**src/rtl/seg7_pkg.sv**
```systemverilog
// Shared constants and helpers for the 7-segment scan driver.
// Segment bit order everywhere is {g,f,e,d,c,b,a}.
package seg7_pkg;

    // Active-high gfedcba patterns for hex digits 0..F.
    localparam logic [6:0] GLYPH_HEX [16] = '{
        7'h3F, // 0
        7'h06, // 1
        7'h5B, // 2
        7'h4F, // 3
        7'h66, // 4
        7'h6D, // 5
        7'h7D, // 6
        7'h07, // 7
        7'h7F, // 8
        7'h6F, // 9
        7'h77, // A
        7'h7C, // b
        7'h39, // C
        7'h5E, // d
        7'h79, // E
        7'h71  // F
    };

    // Active-low value that turns every segment off.
    localparam logic [6:0] SEG_OFF = 7'h7F;

    // Bits needed to hold 0..n-1; never less than 1 so 1-entry ranges still get a bit.
    function automatic int idx_width(input int n);
        return (n <= 2) ? 1 : $clog2(n);
    endfunction

endpackage

```
**src/rtl/seg7_hex_glyph.sv**
```systemverilog
// Combinational hex-nibble to active-low 7-segment decoder.
module seg7_hex_glyph
    import seg7_pkg::*;
(
    input  logic [3:0] nibble,
    output logic [6:0] seg_n
);

    // Table lookup, inverted for common-anode (segment lit when driven low).
    always_comb begin
        seg_n = ~GLYPH_HEX[nibble];
    end

endmodule

```
**src/rtl/seg7_scan_driver.sv**
```systemverilog
// Time-multiplexed N-digit common-anode 7-segment driver.
// A load strobe captures the inputs into a pending set; the pending set is
// promoted to the displayed (shadow) set only when the scan wraps to digit 0,
// so a frame is always drawn from a single consistent snapshot.
module seg7_scan_driver
    import seg7_pkg::*;
#(
    parameter int N_DIGITS     = 4,
    parameter int REFRESH_DIV  = 50000,
    parameter int BLINK_FRAMES = 64
) (
    input  logic                    clk,
    input  logic                    rst_n,
    input  logic [4*N_DIGITS-1:0]   value,
    input  logic                    load,
    input  logic [N_DIGITS-1:0]     dp_in,
    input  logic [N_DIGITS-1:0]     blink_en,
    input  logic                    blank_lz,
    output logic [6:0]              seg_n,
    output logic                    dp_n,
    output logic [N_DIGITS-1:0]     an_n,
    output logic                    frame_tick
);

    localparam int RW = idx_width(REFRESH_DIV);
    localparam int IW = idx_width(N_DIGITS);
    localparam int FW = idx_width(BLINK_FRAMES);

    localparam logic [RW-1:0] RC_LAST  = RW'(REFRESH_DIV - 1);
    localparam logic [IW-1:0] IDX_LAST = IW'(N_DIGITS - 1);
    localparam logic [FW-1:0] FC_LAST  = FW'(BLINK_FRAMES - 1);

    // Scan position
    logic [RW-1:0] rc;
    logic [IW-1:0] idx;
    logic          rc_last;
    logic          wrap;

    // Blink timing
    logic [FW-1:0] fc;
    logic          blink_phase;

    // Pending (written by load) and shadow (displayed) snapshots
    logic [4*N_DIGITS-1:0] pend_value;
    logic [N_DIGITS-1:0]   pend_dp;
    logic [N_DIGITS-1:0]   pend_blink;
    logic                  pend_valid;
    logic [4*N_DIGITS-1:0] shd_value;
    logic [N_DIGITS-1:0]   shd_dp;
    logic [N_DIGITS-1:0]   shd_blink;

    // Current-digit decode
    logic [3:0]          cur_nib;
    logic                cur_dp;
    logic                cur_blink;
    logic                cur_lz;
    logic [N_DIGITS-1:0] lz_mask;
    logic [N_DIGITS-1:0] an_next;
    logic                upper_zero;
    logic                blank;
    logic [6:0]          glyph_n;

    // The frame boundary is the terminal refresh count of the last digit:
    // on that edge the index returns to 0.
    assign rc_last = (rc == RC_LAST);
    assign wrap    = rc_last && (idx == IDX_LAST);

    // Refresh counter and digit index; index advances once per refresh slot.
    always_ff @(posedge clk or negedge rst_n) begin
        if (!rst_n) begin
            rc  <= '0;
            idx <= '0;
        end else if (rc_last) begin
            rc  <= '0;
            idx <= (idx == IDX_LAST) ? '0 : idx + 1'b1;
        end else begin
            rc <= rc + 1'b1;
        end
    end

    // Frame counter; blink phase flips every BLINK_FRAMES frame boundaries.
    always_ff @(posedge clk or negedge rst_n) begin
        if (!rst_n) begin
            fc          <= '0;
            blink_phase <= 1'b0;
        end else if (wrap) begin
            if (fc == FC_LAST) begin
                fc          <= '0;
                blink_phase <= ~blink_phase;
            end else begin
                fc <= fc + 1'b1;
            end
        end
    end

    // Pending capture and frame-aligned promotion to shadow. A load on the
    // boundary edge still lets the previous pending set commit; the new load
    // then waits in pending for the following boundary.
    always_ff @(posedge clk or negedge rst_n) begin
        if (!rst_n) begin
            pend_value <= '0;
            pend_dp    <= '0;
            pend_blink <= '0;
            pend_valid <= 1'b0;
            shd_value  <= '0;
            shd_dp     <= '0;
            shd_blink  <= '0;
        end else begin
            if (wrap && pend_valid) begin
                shd_value <= pend_value;
                shd_dp    <= pend_dp;
                shd_blink <= pend_blink;
            end
            if (load) begin
                pend_value <= value;
                pend_dp    <= dp_in;
                pend_blink <= blink_en;
                pend_valid <= 1'b1;
            end else if (wrap) begin
                pend_valid <= 1'b0;
            end
        end
    end

    // Leading-zero mask: walk from the top nibble down while everything seen
    // so far is zero. Digit 0 is excluded so a zero value still shows "0".
    always_comb begin
        lz_mask    = '0;
        upper_zero = 1'b1;
        for (int k = N_DIGITS - 1; k >= 0; k--) begin
            upper_zero = upper_zero & (shd_value[4*k +: 4] == 4'h0);
            lz_mask[k] = blank_lz & upper_zero & (k != 0);
        end
    end

    // Select the shadow data and anode for the digit currently being scanned.
    always_comb begin
        cur_nib   = 4'h0;
        cur_dp    = 1'b0;
        cur_blink = 1'b0;
        cur_lz    = 1'b0;
        an_next   = '1;
        for (int k = 0; k < N_DIGITS; k++) begin
            if (idx == IW'(k)) begin
                cur_nib    = shd_value[4*k +: 4];
                cur_dp     = shd_dp[k];
                cur_blink  = shd_blink[k];
                cur_lz     = lz_mask[k];
                an_next[k] = 1'b0;
            end
        end
    end

    seg7_hex_glyph u_glyph (
        .nibble (cur_nib),
        .seg_n  (glyph_n)
    );

    // A blanked digit keeps its anode driven but shows no segments or point.
    assign blank = (cur_blink & blink_phase) | cur_lz;

    // Registered pin outputs; they follow the index by one clock and change together.
    always_ff @(posedge clk or negedge rst_n) begin
        if (!rst_n) begin
            seg_n      <= SEG_OFF;
            dp_n       <= 1'b1;
            an_n       <= '1;
            frame_tick <= 1'b0;
        end else begin
            seg_n      <= blank ? SEG_OFF : glyph_n;
            dp_n       <= blank | ~cur_dp;
            an_n       <= an_next;
            frame_tick <= wrap;
        end
    end

endmodule

```
**config.mk**
```make
export PLATFORM = sky130hd
export DESIGN_NAME = seg7_scan_driver
export DESIGN_NICKNAME = d
export VERILOG_FILES = /design/src/rtl/seg7_pkg.sv /design/src/rtl/seg7_hex_glyph.sv /design/src/rtl/seg7_scan_driver.sv
export SDC_FILE = /design/constraint.sdc
export NUM_CORES = 1
export LEC_CHECK = 0
export CORE_ASPECT_RATIO = 1.1
export CORE_MARGIN = 8
export CORE_UTILIZATION = 60
export CTS_BUF_LIST = sky130_fd_sc_hd__clkbuf_8 sky130_fd_sc_hd__clkbuf_16
export DETAILED_ROUTE_END_ITERATION = 12
export PLACE_DENSITY_LB_ADDON = 0.1
export REMOVE_ABC_BUFFERS = 1
export SLEW_MARGIN = 20
export SYNTH_ARGS = -nofsm -noshare
export SYNTH_HDL_FRONTEND = slang
export SYNTH_SLANG_ARGS = --single-unit
export TNS_END_PERCENT = 1
```
**constraint.sdc**
```tcl
create_clock -name clk -period 5.24 [get_ports clk]
set_clock_uncertainty 0.15 [all_clocks]
set_input_delay 0.524 -clock clk [delete_from_list [all_inputs] [get_ports clk]]
set_output_delay 0.524 -clock clk [all_outputs]
set_load 0.02 [all_outputs]
```
==> impl_results.md <==
- Outcome: finished, final reports clean
- Port Buffer Count: 40
- # Post-CTS Setup Buffers: 0
- Post-synthesis cell type count: 51
- Nets: 400
- DRT Pass-1 Iters: 4
- Initial core utilization: 61.6%
- Die ar.: 9560 um^2
- Die Width: 94.0 um
- DP HPWL: 5510 um
- Slew margin rel.: 43.7%
- Power Total: 0.00123 W
- Gate Count Post-Synth: 319
- Clock network fraction of design power: 38.2%
- P_leak: 2.02 nW
- Final Hold Vio Count: 0
- Ranking of synthesized cells by area: dfrtp_1 (47%), mux2_2 (8.4%), dfstp_2 (7.9%), mux2_4 (7.5%), ha_1 (3.7%)
- Worst R2R Path Depth: 8
- Tightest Pin Transition: 0.838 ns
- Flop2flop setup slack: 2.55 ns
- Max Buffers Root-to-Sink: 2
- H-Tree Depth: 3
- Routed WL: 7760 um
- Yosys warns: 0
- Unrepaired setup endpoints after global routing: no
- Vias per inst: 5.80
- CP max stage delay: 0.56 ns
- Psw: 0.000261 W
- Post-synth EDFFs: 0
- Vias: 2588
- Cell row count: 31
- Grt ovf: 0
- Crit path from: idx[1]$_DFFE_PN0N_
- Max-slew violations: 0
- CP Launch Type: flop
- Achievable Freq: 371 MHz
- Area leader, netlist: dfrtp_1
- Layout area overhead: 15.3%
- Max cap viols: 0
- Placer Congestion: 0.799
- CTS tree: yes
- Post-CTS sizing: 0
- Largest net degree at the start of global routing: 88
- Final ANT Viol Nets: 0
- Worst skew pair latency: 0.35 ns
- P_int: 0.000965 W
- Most numerous cell in the Yosys netlist: dfrtp_1
- R2r endpoint: seg_n[3]$_DFF_PN1_
- DRC: 0
- Most frequent cells after synthesis: dfrtp_1 (75), mux2_2 (30), mux2_4 (20), nor2_1 (20), nand2_1 (18)
- Worst-path clk slew: 0.09 ns
- Synth async-reset ratio: 100%
- Part of the power in registers: 57.1%
- Share of cells above drive strength 1: 23.9%
- Syn_area_per_cell: 12.6 um^2
- Global-route wire length before repair: 13500 um
- CTS Hold Buffers Added: 0
- Synth Flop Type: dfrtp_1
- Die height: 102 um
- Crit-path cells: ha_1 > inv_1 > o221ai_1 > inv_1 > ha_1 > o21ai_0 > nand3_1 > a21bo_2
- Routed len/inst: 17.4 um
- Clock buffer count from CTS: 9
- Core ar.: 6520 um^2
- Yosys top cell area share: 46.8%
- Final core occ: 71.0%
- Reg2Reg Launch Point: idx[1]$_DFFE_PN0N_
- Final setup violation count: 0
- Inserted Diodes: 0
- Crit Path Max Fanout: 12
- Tmin final: 2.69 ns
- Initial antenna violation count: 0
- Setup TNS: 0 ns
- Crit share post-route: 51.4%
- Worst hold path class: in2async
- Root Buffer: clkbuf_8
- Worst IR Drop VDD: 0.000254 V
- Crit path kind: reg2reg
- Critical Path AT: 2.83 ns
- Io pins: 41
- Required time of the critical path: 5.38 ns
- Critical Path End: seg_n[3]$_DFF_PN1_
- Sw Ratio: 21.3%
- Register area share after synthesis: 54.6%
- CP endpoint kind: flop
- PD cells: 265 nW/um^2
- Worst path slowest cell: o221ai_1
- Tot GR Track Use: 18.3%
- Combinational power share: 4.7%
- Seq cells post-synth: 87
- Sink Count: 87
- Number of global-route vias before repair: 2774
- Synth Cell Area: 4010 um^2
- 1st-iter DRT viols: 125
## metal layers
metal	wire length (um)	global-route usage [%]	share of wire [%]
met5	0	0	0
met4	253	9.40	3.3
met3	295	4.97	3.8
met2	3790	28.7	49
met1	3420	22.5	44
## worst min-delay path by stage
stage          slack (ns)  cells past startpoint                 endpoint       startpoint
6_report             0.07                      1         rc[12]$_DFF_PN0_            rst_n
3_3_place_gp         0.29                      1          rc[0]$_DFF_PN0_  rc[0]$_DFF_PN0_
5_1_grt              0.13                      1         rc[12]$_DFF_PN0_            rst_n
4_1_cts              0.24                      1          rc[5]$_DFF_PN0_            rst_n
3_5_place_dp         0.30                      1          rc[0]$_DFF_PN0_  rc[0]$_DFF_PN0_
2_1_floorplan        0.08                      0  blink_phase$_DFFE_PN0P_            rst_n
## cell families (layout without fill, tap and decap cells)
| logic type | count (synthesis) | count (layout) | synth area share, % |
|---|---|---|---|
| AO/OA/AOI/OAI | 41 | 41 | 7.27 |
| multiplexers | 51 | 51 | 16.2 |
| flip-flops | 87 | 87 | 54.6 |
| AND/OR/NAND/NOR | 88 | 88 | 11.2 |
| adder cells (fa/ha/maj) | 12 | 12 | 3.74 |
| XOR/XNOR | 16 | 16 | 3.49 |
| buffers and inverters | 24 | 69 | 3.49 |
## registers in the layout, indices dropped and copies added (netlist names)
name,count
an_n,4
blink_phase,1
dp_n,1
fc,6
frame_tick,1
idx,2
pend_blink,4
pend_dp,4
pend_valid,1
pend_value,16
rc,16
seg_n,7
shd_blink,4
shd_dp,4
shd_value,16
## metrics by stage
step           instance area (um^2)  cells  hold WS (ns)  worst slack, ns
2_1_floorplan                  3920    308        0.0784             2.53
3_3_place_gp                   4430    431         0.285             2.68
3_5_place_dp                   4430    431         0.301             2.59
4_1_cts                        4630    446         0.244             2.55
5_1_grt                        4630    446         0.127             2.24
6_report                       4630    446        0.0657             2.55
## worst max-delay path: cells and delay by family (launching register included)
family                   cells  cell delay [ns]
AND/OR/NAND/NOR              1             0.13
adder cells (fa/ha/maj)      2             0.71
AO/OA/AOI/OAI                3             0.88
flip-flops                   1             0.39
buffers and inverters        2             0.36
## power by group through the flow
stage	registers (W)	clock network (W)	logic, W
after global routing	0.000703	0.000505	0.0000642
after floorplan	0.000709	0	0.0000205
after CTS	0.000700	0.000475	0.0000600
after detailed placement	0.000713	0	0.0000598
after global placement	0.000712	0	0.0000571
final	0.000700	0.000469	0.0000577
## final cells by class
type / count / area [um^2]
Multi-Input combinational cell: 208 / 1680
Fill cell: 498 / 1890
Tap cell: 82 / 103
Clock buffer: 11 / 151
Sequential cell: 87 / 2190
Clock inverter: 4 / 46.3
Inverter: 13 / 48.8
Timing Repair Buffer: 41 / 404
## layout by cell type (no fill, tap or decap), types with 14 or more instances in the layout
cell and n:
clkdlybuf4s50_1 38, inv_1 14, dfrtp_1 75, nand3_1 17, nor2_1 20, mux2_4 20
nand2_1 18, mux2_2 30
(Power assumes the default switching activity.)
